### config.mk
export PLATFORM = sky130hd
export DESIGN_NAME = pipe_skid_chain
export DESIGN_NICKNAME = d
export VERILOG_FILES = /design/src/rtl/pipe_skid_chain_pkg.sv /design/src/rtl/pipe_skid_slice.sv /design/src/rtl/pipe_skid_chain.sv
export SDC_FILE = /design/constraint.sdc
export NUM_CORES = 1
export LEC_CHECK = 0
export BUFFER_PORTS_ARGS = -buffer_cell sky130_fd_sc_hd__buf_2
export CORE_AREA = 2 2 138 140
export DETAILED_ROUTE_END_ITERATION = 8
export DIE_AREA = 0 0 140 142
export PLACE_DENSITY = 0.57
export SLEW_MARGIN = 20
export SYNTH_ARGS = -nofsm -noshare
export SYNTH_HDL_FRONTEND = slang
export SYNTH_SLANG_ARGS = --single-unit
### constraint.sdc
create_clock -name clk -period 4.2 [get_ports clk]
set_input_delay 0.84 -clock clk [delete_from_list [all_inputs] [get_ports clk]]
set_output_delay 0.84 -clock clk [all_outputs]
set_load 0.005 [all_outputs]
### src/rtl/pipe_skid_chain_pkg.sv
// rtl/pipe_skid_chain_pkg.sv - shared constants and slice state encodings for the skid chain
package pipe_skid_chain_pkg;

  localparam int PIPE_MAX_STAGES = 8;

  // Encoding is {main_v, skid_v}, so the state bits double as the valid flags.
  typedef enum logic [1:0] {
    SLICE_EMPTY = 2'b00,
    SLICE_ONE   = 2'b10,
    SLICE_FULL  = 2'b11
  } slice_state_e;

endpackage

### src/rtl/pipe_skid_slice.sv
// rtl/pipe_skid_slice.sv - one elastic slice: main register plus one-entry skid, registered ready
module pipe_skid_slice
  import pipe_skid_chain_pkg::*;
#(
  parameter int DATA_W     = 64,
  parameter bit CLEAR_DATA = 1'b1
) (
  input  logic              clk,
  input  logic              rst,
  input  logic              flush,
  input  logic              up_valid,
  output logic              up_ready,
  input  logic [DATA_W-1:0] up_data,
  output logic              dn_valid,
  input  logic              dn_ready,
  output logic [DATA_W-1:0] dn_data,
  output logic [1:0]        cnt
);

  slice_state_e      state_q, state_d;
  logic [DATA_W-1:0] main_q, main_d;
  logic [DATA_W-1:0] skid_q, skid_d;
  logic              in_hs;
  logic              out_hs;

  // Ready depends only on the skid flag, so back-pressure never ripples combinationally.
  assign up_ready = (state_q != SLICE_FULL);
  assign dn_valid = (state_q != SLICE_EMPTY);
  assign dn_data  = main_q;
  assign cnt      = {1'b0, dn_valid} + {1'b0, ~up_ready};

  assign in_hs  = up_valid & up_ready;
  assign out_hs = dn_valid & dn_ready;

  always_comb begin
    state_d = state_q;
    main_d  = main_q;
    skid_d  = skid_q;
    if (flush) begin
      state_d = SLICE_EMPTY;
      if (CLEAR_DATA) begin
        main_d = '0;
        skid_d = '0;
      end
    end else begin
      case (state_q)
        SLICE_EMPTY: begin
          if (in_hs) begin
            state_d = SLICE_ONE;
            main_d  = up_data;
          end
        end
        SLICE_ONE: begin
          if (in_hs && out_hs) begin
            main_d = up_data;
          end else if (in_hs) begin
            state_d = SLICE_FULL;
            skid_d  = up_data;
          end else if (out_hs) begin
            state_d = SLICE_EMPTY;
          end
        end
        SLICE_FULL: begin
          if (out_hs) begin
            state_d = SLICE_ONE;
            main_d  = skid_q;
          end
        end
        default: state_d = SLICE_EMPTY;
      endcase
    end
  end

  always_ff @(posedge clk or posedge rst) begin
    if (rst) begin
      state_q <= SLICE_EMPTY;
      main_q  <= '0;
      skid_q  <= '0;
    end else begin
      state_q <= state_d;
      main_q  <= main_d;
      skid_q  <= skid_d;
    end
  end

endmodule

### src/rtl/pipe_skid_chain.sv
// rtl/pipe_skid_chain.sv - STAGES chained skid slices with a live-entry occupancy count
module pipe_skid_chain
  import pipe_skid_chain_pkg::*;
#(
  parameter int DATA_W     = 64,
  parameter int STAGES     = 1,
  parameter bit CLEAR_DATA = 1'b1
) (
  input  logic                             clk,
  input  logic                             rst,
  input  logic                             flush,
  input  logic                             up_valid,
  output logic                             up_ready,
  input  logic [DATA_W-1:0]                up_data,
  output logic                             dn_valid,
  input  logic                             dn_ready,
  output logic [DATA_W-1:0]                dn_data,
  output logic [$clog2(2*STAGES+1)-1:0]    occupancy
);

  localparam int OCC_W = $clog2(2*STAGES+1);

  // Index i is the boundary feeding slice i; index STAGES is the chain output.
  logic              v_chain [STAGES+1];
  logic              r_chain [STAGES+1];
  logic [DATA_W-1:0] d_chain [STAGES+1];
  logic [1:0]        cnt     [STAGES];
  logic [OCC_W-1:0]  occ_sum;

  assign v_chain[0]      = up_valid;
  assign d_chain[0]      = up_data;
  assign up_ready        = r_chain[0];
  assign r_chain[STAGES] = dn_ready;
  assign dn_valid        = v_chain[STAGES];
  assign dn_data         = d_chain[STAGES];

  for (genvar i = 0; i < STAGES; i++) begin : g_slice
    pipe_skid_slice #(
      .DATA_W     (DATA_W),
      .CLEAR_DATA (CLEAR_DATA)
    ) u_slice (
      .clk      (clk),
      .rst      (rst),
      .flush    (flush),
      .up_valid (v_chain[i]),
      .up_ready (r_chain[i]),
      .up_data  (d_chain[i]),
      .dn_valid (v_chain[i+1]),
      .dn_ready (r_chain[i+1]),
      .dn_data  (d_chain[i+1]),
      .cnt      (cnt[i])
    );
  end

  // Sum of per-slice counts; every term comes straight from slice state registers.
  always_comb begin
    occ_sum = '0;
    for (int i = 0; i < STAGES; i++) begin
      occ_sum = occ_sum + OCC_W'(cnt[i]);
    end
  end

  assign occupancy = occ_sum;

endmodule
==> qor.yml, run 1 <==
antenna_found_initial: 0
synth-simple-area-share_pct: 5.338
cp.arrival_ns: 1.95
die_h_um: 142
power.leakage_nw: 3.754
final_nets: 656
synth_xor_area_share_pct: 0
holdWs_ns: 0.5030
netlist.area_leader.share_pct: 52.97
rr_worst_depth: 6
max_cap_viol_count: 0
cp-end-kind: "output pin"
synth_compound_area_share_pct: 10.21
r2r_end: "g_slice[0].u_slice.dn_data[14]"
grt_max_degree: 65
finalCritPeriodShare_pct: 66.34
syn_area_mm2: 0.006141
place_hpwl_mm: 9.112
crit_slowest_cell: "buf_4"
grt_pass1_wl_mm: 23.51
cts_root_buf: "clkbuf_16"
synth_seq_cells: 130
drt-wirelength-per-cell_um: 17.49
grt_overflow: 0
total_power_mw: 4.572
cts-buffers-inserted: 17
worst_slack_ns: 1.414
track_usage_pct: 15.03
yosysWarningCount: 0
synth_cell_types: 27
postPlaceCellArea_mm2: 0.006990
synth_top_family_by_area: "multiplexers"
h-tree-depth: 4
synth_nets: 525
hold_viol_final: 0
max_freq_ghz: 0.3589
antennaDiodeCount: 0
worstHoldPathType: "reg -> reg"
clk_pin_slew_ns: 0.06
rows: 50
reg2reg_from: "g_slice[0].u_slice.state_q[0]"
ios: 137
setup_viol_count_final: 0
insertion_delay_ns: 0.41
grt_pass1_vias: 4435
drc_errors: 8
firstDrtPassIters: 9
ctsResizeCount: 0
fin_tns_setup_ns: 0
dp_worst_setup_slack_ns: 1.480
postCtsHoldBufs: 0
yosys.area.top_type: "dfrtp_1"
core_area_mm2: 0.01846
grt_setup_unrepaired: "no"
io_buffers: 136
critPathMaxFanout: 45
drv_slew: 0
die-area_mm2: 0.01988
violations: "DRC"
post_drt_via_cell_ratio: 4.970
syn-instance-count: 451
slew_headroom_pct: 43.56
cts_tree: "yes"
powerDensity_mw_per_mm2: 606.6
routed_wl_mm: 14.50
cts.sinks: 130
status: "complete, but fails checks"
drive_above_1_share_pct: 41.85
die_w_um: 140
worstHoldStart: "g_slice[0].u_slice.skid_q[34]"
initial_core_util_pct: 33.27
min_to: "g_slice[0].u_slice.skid_q[34]"
area_delta_synth_final_pct: 22.74
post_cts_buffers: 0
synth_area_per_cell_um2: 13.62
yosysSeqAreaShare_pct: 52.97
holdPathStages: 1
synth_mux_area_share_pct: 26.00
ctsLongestPathBuffers: 2
via_count: 4120
startpoint_type: "flip-flop"
required_ns: 3.36
synthTopCellsByArea: "dfrtp_1 (53%), mux2_4 (15%), mux2i_1 (11%)"
critical_path_class: "reg -> out"
peakVddDrop_uv: 279.9
path_cells: "ha_2 > buf_4 > buf_2"
worstMarginPinSlew_ns: 0.8448
place_congestion: 0.7784
synth_fa_ha_area_share_pct: 1.019
period_needed_ns: 2.786
slowest_delay_ns: 0.65
drtIter0Drc: 171
final_area_mm2: 0.007537
r2r_slack_ns: 1.51
clock_skew_ns: 0.005476
drtAntennaViolNets: 0
==> layer usage <==
metal / part of all wire (%) / up-vias / GRT usage, %
li1: - / 1884 / -
met1: 46 / 2123 / 19.44
met2: 48 / 103 / 24.58
met3: 4.8 / 10 / 3.836
met4: 1.1 / 0 / 5.476
met5: 0 / - / 0
==> cells in the final DEF (no fill, tap or decap), drive strengths merged, types with 2 or more instances in the layout <==
| cell type | n |
|---|---|
| nor2 | 66 |
| buf | 147 |
| dfrtp | 130 |
| a22o | 64 |
| mux2i | 65 |
| inv | 4 |
| clkinv | 9 |
| clkinvlp | 3 |
| mux2 | 64 |
| nor2b | 2 |
| clkbuf | 20 |
| ha | 5 |
| nand2 | 2 |
| nand2b | 3 |
==> how the worst max path moves through the flow <==
| stage | start | endpoint | slack (ns) |
|---|---|---|---|
| CTS | g_slice[0].u_slice.state_q[0] | occupancy[1] | 1.36 |
| floorplan | rst | g_slice[0].u_slice.dn_data[0] | 1.75 |
| detailed placement | g_slice[0].u_slice.state_q[0] | g_slice[0].u_slice.dn_data[28] | 1.48 |
| global placement | g_slice[0].u_slice.state_q[0] | g_slice[0].u_slice.dn_data[43] | 1.52 |
| finish | g_slice[0].u_slice.state_q[0] | occupancy[1] | 1.41 |
| global route | g_slice[0].u_slice.state_q[0] | occupancy[1] | 1.29 |
==> through the flow <==
step / std cells / utilization (%)
6_report: 829 / 40.84
4_1_cts: 829 / 40.84
5_1_grt: 829 / 40.84
2_1_floorplan: 451 / -
3_5_place_dp: 797 / 37.88
3_3_place_gp: 797 / 37.88
==> power by group <==
part	total [mW]	internal (mW)	switching, mW
Clock	1.38	0.834	0.541
Sequential	1.79	1.59	0.199
Combinational	1.41	0.784	0.627
==> critical path: cells and delay by family (launching register included) <==
kind	cells	cell delay (ns)
fa+ha+maj	1	0.20
buf+inv	2	0.89
flops	1	0.42
==> synth_stat cells <==
master / number
inv_1: 5
nand2b_1: 2
o221a_1: 1
nand3_1: 1
a22oi_2: 1
ha_1: 5
mux2_2: 4
buf_2: 6
a21oi_1: 1
dfrtp_1: 130
nor3_4: 1
a31oi_2: 1
a32o_1: 1
mux2i_1: 65
a22o_1: 64
nand2b_4: 1
buf_6: 2
and4bb_1: 1
nor2b_1: 2
buf_12: 6
buf_4: 1
mux2_4: 60
a211o_1: 1
o22ai_1: 1
nor2_1: 66
nand2_1: 2
clkbuf_1: 20
==> flip-flops by register name, summed over array words and instances, names as in the netlist <==
signal                   flops
g_slice.u_slice.dn_data     64
g_slice.u_slice.state_q      2
g_slice.u_slice.skid_q      64
==> logic make-up after synthesis <==
kind of cell	after synthesis
DFF	130
muxes	129
and+or+nand+nor	76
AOI/OAI and AO/OA	71
buffers and inverters	40
adders and majority gates	5
==> cell type report <==
type | instances | area (um2)
Timing Repair Buffer | 147 | 788.3
Sequential cell | 130 | 3253
Clock inverter | 12 | 90.09
Inverter | 5 | 22.52
Multi-Input combinational cell | 281 | 2634
Fill cell | 1784 | 10920
Clock buffer | 20 | 456.7
Tap cell | 234 | 292.8
Power figures use the tool's default switching activity.
==> run 2, diff against run 1 <==
--- a/config.mk
+++ b/config.mk
@@ -5,11 +5,12 @@
 export SDC_FILE = /design/constraint.sdc
 export NUM_CORES = 1
 export LEC_CHECK = 0
+export ABC_AREA = 1
 export BUFFER_PORTS_ARGS = -buffer_cell sky130_fd_sc_hd__buf_2
-export CORE_AREA = 2 2 138 140
+export CORE_AREA = 2 2 140 142
 export DETAILED_ROUTE_END_ITERATION = 8
-export DIE_AREA = 0 0 140 142
-export PLACE_DENSITY = 0.57
+export DIE_AREA = 0 0 142 144
+export PLACE_DENSITY = 0.54
 export SLEW_MARGIN = 20
 export SYNTH_ARGS = -nofsm -noshare
 export SYNTH_HDL_FRONTEND = slang
==> constraint.sdc (replaced) <==
create_clock -name clk -period 2.6 [get_ports clk]
set_input_delay 0.52 -clock clk [delete_from_list [all_inputs] [get_ports clk]]
set_output_delay 0.52 -clock clk [all_outputs]
set_load 0.005 [all_outputs]
==> run 2 against run 1 <==
The run now ends clean. Clock skew grew 0.0033 ns. First-iteration DRC count grew 74%. Sequential share of layout area shrank 0.99 points. Core utilization shrank 0.41 points. Flip-flop and latch count is the same. Worst setup slack lost 1.2 ns. Count of clock-buffer cells in the layout grew 4. Global-route usage grew 3.1 points. Clock power grew 64%. Area after synthesis grew 3.0%. Combinational power grew 54%. Critical endpoint is now up_ready.
==> qor.yml, run 2 <==
use_met2_pct: 28.65
die_w_um: 142
grt.busiest_layer: "met2"
drive_above_1_share_pct: 20.53
setup_viol_count_final: 0
swShare_pct: 34.58
synth_edf_count: 0
reg2reg_from: "g_slice[0].u_slice.state_q[0]"
finalCritPeriodShare_pct: 91.77
h-tree-depth: 4
ctsResizeCount: 0
critPathMaxFanout: 23
slowest_delay_ns: 0.42
ctsLongestPathBuffers: 2
drtAntennaViolNets: 0
initial_core_util_pct: 33.14
r2r_slack_ns: 0.33
required_ns: 2.08
yosysWarningCount: 0
synth_ff_type: "dfrtp_1"
cpMostUsedCell: "buf_4"
grt_overflow: 0
cp.arrival_ns: 1.87
worstHoldPathType: "in -> async"
dp_worst_setup_slack_ns: 0.1534
seqCellArea_mm2: 0.003253
die_h_um: 144
drt-wirelength-per-cell_um: 15.28
synthTopCellsByArea: "dfrtp_1 (51%), nand2_1 (12%), o21ai_0 (8.2%)"
final_cell_mix: "nand2_1 (206), buf_2 (136), nor2_1 (133), dfrtp_1 (130), o21ai_0 (104)"
final_common_cell: "nand2_1"
peakVddDrop_uv: 413.4
hold_viol_final: 0
drc_errors: 0
track_usage_pct: 18.16
period_needed_ns: 2.386
io_buffers: 136
synth_seq_cells: 130
r2r_end: "g_slice[0].u_slice.skid_q[62]"
fin_tns_setup_ns: 0
final_nets: 999
multi_input_area_mm2: 0.002481
worstMarginPinSlew_ns: 0.8289
synth_cell_types: 23
clock_skew_ns: 0.008769
via_count: 5579
core_area_mm2: 0.01908
switchingPower_mw: 2.539
post_cts_buffers: 0
ios: 137
place_hpwl_mm: 10.91
synth_area_per_cell_um2: 7.788
placed_cells: 1143
drv_slew: 0
final_core_util_pct: 40.44
drtIter0Drc: 297
critical_path_class: "reg -> out"
total_power_mw: 7.344
insertion_delay_ns: 0.42
cts_root_buf: "clkbuf_16"
firstDrtPassIters: 4
cts.sinks: 130
netlist.area_leader.share_pct: 51.44
final_area_mm2: 0.007715
synth_common_cells: "nand2_1 (206), nor2_1 (133), dfrtp_1 (130)"
die-area_mm2: 0.02045
clockPowerShare_pct: 30.8
yosysSeqAreaShare_pct: 51.44
grt_setup_unrepaired: "no"
synth_most_common_cell: "nand2_1"
ys_async_sr_fraction_pct: 100.0
rows: 51
place_congestion: 0.7241
syn_area_mm2: 0.006324
postCtsHoldBufs: 0
postPlaceCellArea_mm2: 0.007152
slew_headroom_pct: 44.68
cp-end-kind: "output pin"
met1_usage_pct: 24.41
num-fill-cells: 1987
synth_nets: 886
antenna_found_initial: 1
stdcell_count: 1174
seqPwrFrac_pct: 39.6
yosys.area.top_type: "dfrtp_1"
cts-buffers-inserted: 17
max_cap_viol_count: 0
rr_worst_depth: 7
path_cells: "ha_1 > buf_4 > inv_1 > buf_4 > buf_2"
use_met3_pct: 4.172
clk_pin_slew_ns: 0.05
grt_pass1_wl_mm: 28.88
cts_tree: "yes"
worst_slack_ns: 0.2140
crit_slowest_cell: "dfrtp_1"
power.leakage_nw: 4.102
grt_max_degree: 68
status: "finished, final reports clean"
grt_pass1_vias: 5461
powerDensity_mw_per_mm2: 952.0
startpoint_type: "flip-flop"
area_delta_synth_final_pct: 22.00
max_freq_ghz: 0.4191
routed_wl_mm: 17.94
post_drt_via_cell_ratio: 4.752
internal_power_mw: 4.805
holdWs_ns: 0.1171
syn-instance-count: 812
p_comb_share_pct: 29.6
-- run 2: cell families after synthesis --
logic type               synth area share, %
flip-flops                             51.44
AND/OR/NAND/NOR                        27.60
buffers and inverters                  9.616
adder cells (fa/ha/maj)               0.9893
AO/OA/AOI/OAI                          10.35
-- run 2: final cells by class --
| type | instances | area share [%] |
|---|---|---|
| inverter | 75 | 3.730 |
| clock buffer | 24 | 6.503 |
| clock inverter | 5 | 0.6812 |
| sequential | 130 | 42.17 |
| antenna | 1 | 0.03244 |
| timing repair buffer | 152 | 10.87 |
| multi-input combinational | 549 | 32.16 |
| tap | 238 | 3.860 |
-- run 2: routing by layer --
| metal | part of all wire, % | routed length (um) |
|---|---|---|
| met5 | 0 | 0 |
| met4 | 1.9 | 338 |
| met3 | 4.3 | 764 |
| met2 | 47 | 8389 |
| met1 | 47 | 8449 |
-- run 2: how the worst max path moves through the flow --
stage	slack, ns	start	to	cells after the start
floorplan	0.47	rst	g_slice[0].u_slice.dn_data[0]	1
global placement	0.24	g_slice[0].u_slice.state_q[0]	g_slice[0].u_slice.skid_q[15]	9
detailed placement	0.15	g_slice[0].u_slice.state_q[0]	g_slice[0].u_slice.skid_q[59]	9
CTS	0.13	g_slice[0].u_slice.state_q[0]	g_slice[0].u_slice.skid_q[57]	9
global route	0.11	g_slice[0].u_slice.state_q[0]	up_ready	5
finish	0.21	g_slice[0].u_slice.state_q[0]	up_ready	5
-- run 2: power groups by stage --
stage | clock (mW) | combinational, mW | sequential, mW
after floorplan | 0 | 1.29 | 2.95
after global placement | 0 | 2.19 | 2.94
after detailed placement | 0 | 2.21 | 2.94
after CTS | 2.33 | 2.22 | 2.91
after global routing | 2.41 | 2.49 | 2.99
final | 2.26 | 2.17 | 2.91
-- run 2: worst max-delay path, delay by kind of cell, from the launching register on --
family	cells	cell delay, ns
buffers and inverters	4	0.78
DFF	1	0.42
adders and majority gates	1	0.24
==> run 3, diff against run 2 <==
--- a/config.mk
+++ b/config.mk
@@ -7,10 +7,10 @@
 export LEC_CHECK = 0
 export ABC_AREA = 1
 export BUFFER_PORTS_ARGS = -buffer_cell sky130_fd_sc_hd__buf_2
-export CORE_AREA = 2 2 140 142
+export CORE_AREA = 2 2 122 124
 export DETAILED_ROUTE_END_ITERATION = 8
-export DIE_AREA = 0 0 142 144
-export PLACE_DENSITY = 0.54
+export DIE_AREA = 0 0 124 126
+export PLACE_DENSITY = 0.68
 export SLEW_MARGIN = 20
 export SYNTH_ARGS = -nofsm -noshare
 export SYNTH_HDL_FRONTEND = slang
==> run 3 against run 2 <==
Power grew 4.8%. Critical path depth is the same. Worst hold slack gained 0.20 ns. Register-to-register slack gained 0.08 ns. Non-clock buffer count grew 1. Sequential power is essentially flat. Sequential share of layout area shrank 0.15 points. Via count grew 2.3%. Cell area grew 0.36%. Clock power grew 16%. Worst setup slack gained 0.048 ns. Die area shrank 24%. Largest power group unchanged.
==> qor.yml, run 3 (synthesized netlist as in run 2, its figures left out) <==
status: "finished, final reports clean"
io_buffers: 136
total_power_mw: 7.698
final_cell_mix: "nand2_1 (206), buf_2 (136), nor2_1 (133), dfrtp_1 (130), o21ai_0 (104)"
die-area_mm2: 0.01562
cts-buffers-inserted: 17
cp_top_family: "buffers and inverters"
powerDensity_mw_per_mm2: 994.2
worstMarginPinSlew_ns: 0.7319
worstHoldPathType: "in -> reg"
holdPathStages: 3
h-tree-depth: 4
critical_path_class: "reg -> out"
firstDrtPassIters: 5
place_hpwl_mm: 9.935
holdWs_ns: 0.3174
finalCritPeriodShare_pct: 89.94
period_needed_ns: 2.338
dp_worst_setup_slack_ns: 0.4341
postPlaceCellArea_mm2: 0.007089
cpMostUsedCell: "buf_4"
slew_headroom_pct: 51.20
die_h_um: 126
drive_above_1_share_pct: 21.11
rows: 44
drtAntennaViolNets: 0
stdcell_count: 1123
grt_overflow: 0
grt_pass1_vias: 5439
worst_slack_ns: 0.2617
postCtsHoldBufs: 0
cp-end-kind: "output pin"
grt_pass1_wl_mm: 27.18
power.leakage_nw: 4.129
clk_pin_slew_ns: 0.06
antenna_found_initial: 1
max_cap_viol_count: 0
final_common_cell: "nand2_1"
ctsResizeCount: 0
cts.sinks: 130
initial_core_util_pct: 44.18
drt-wirelength-per-cell_um: 14.74
final_nets: 999
cp.arrival_ns: 1.82
core_area_mm2: 0.01431
placed_cells: 1090
drtIter0Drc: 566
grt_setup_unrepaired: "no"
crit_slowest_cell: "dfrtp_1"
path_cells: "ha_1 > buf_4 > inv_1 > buf_4 > buf_2"
area_delta_synth_final_pct: 22.44
max_freq_ghz: 0.4277
path_depth: 5
via_count: 5707
final_area_mm2: 0.007742
drv_slew: 0
die_w_um: 124
post_cts_buffers: 0
peakVddDrop_uv: 492.7
rr_worst_depth: 10
drc_errors: 0
final_core_util_pct: 54.09
place_congestion: 0.8482
cts_tree: "yes"
grt_max_degree: 131
post_drt_via_cell_ratio: 5.082
insertion_delay_ns: 0.42
clock_skew_ns: 0.006321
critPathMaxFanout: 22
track_usage_pct: 22.26
ctsLongestPathBuffers: 2
cts_root_buf: "clkbuf_16"
required_ns: 2.08
cp_num_buf_inv: 4
slowest_delay_ns: 0.43
routed_wl_mm: 16.56
startpoint_type: "flip-flop"
hold_viol_final: 0
ios: 137
fin_tns_setup_ns: 0
setup_viol_count_final: 0
[run 3: cell types whose count changed in the layout (fill, tap and decap cells not counted), sizes merged]
cell	change
clkbuf	-6
buf	+1
clkinv	+1
bufinv	+4
nor2	-1
clkinvlp	+4
[run 3: power by group]
group	total [mW]	internal [mW]	switching (mW)	leakage (nW)
clock network	2.62	1.72	0.898	0.304
logic	2.17	0.797	1.38	2.09
registers	2.91	2.60	0.310	1.74
[run 3: final cells by class]
type / count / area, um2
Multi-Input combinational cell: 548 / 2485
Timing Repair Buffer: 153 / 833.3
Clock buffer: 18 / 439.2
Tap cell: 184 / 230.2
Fill cell: 1408 / 6571
Antenna cell: 1 / 2.502
Inverter: 75 / 287.8
Clock inverter: 14 / 211.5
Sequential cell: 130 / 3253
[run 3: path summary, 6_finish.rpt]
path / slack, ns / startpoint / endpoint
min: 0.32 / up_data[59] / g_slice[0].u_slice.skid_q[59]
max in group asynchronous: 1.81 / rst / g_slice[0].u_slice.skid_q[62]
min reg2reg: 0.46 / g_slice[0].u_slice.dn_data[36] / g_slice[0].u_slice.dn_data[36]
min in group asynchronous: 0.33 / rst / g_slice[0].u_slice.dn_data[32]
max reg2reg: 0.41 / g_slice[0].u_slice.state_q[0] / g_slice[0].u_slice.dn_data[16]
max: 0.26 / g_slice[0].u_slice.state_q[0] / up_ready
[run 3: worst min-delay path, cell delays in order]
cell and delay, ns:
buf_2 0.08, nand2_1 0.04, o21ai_0 0.06
[run 3: metal layers]
layer	global-route usage, %	up-vias	share of wire (%)
li1	-	2822	-
met1	31.02	2668	46
met2	33.26	192	45
met3	4.846	25	6.4
met4	10.05	0	2.4
met5	0	-	0
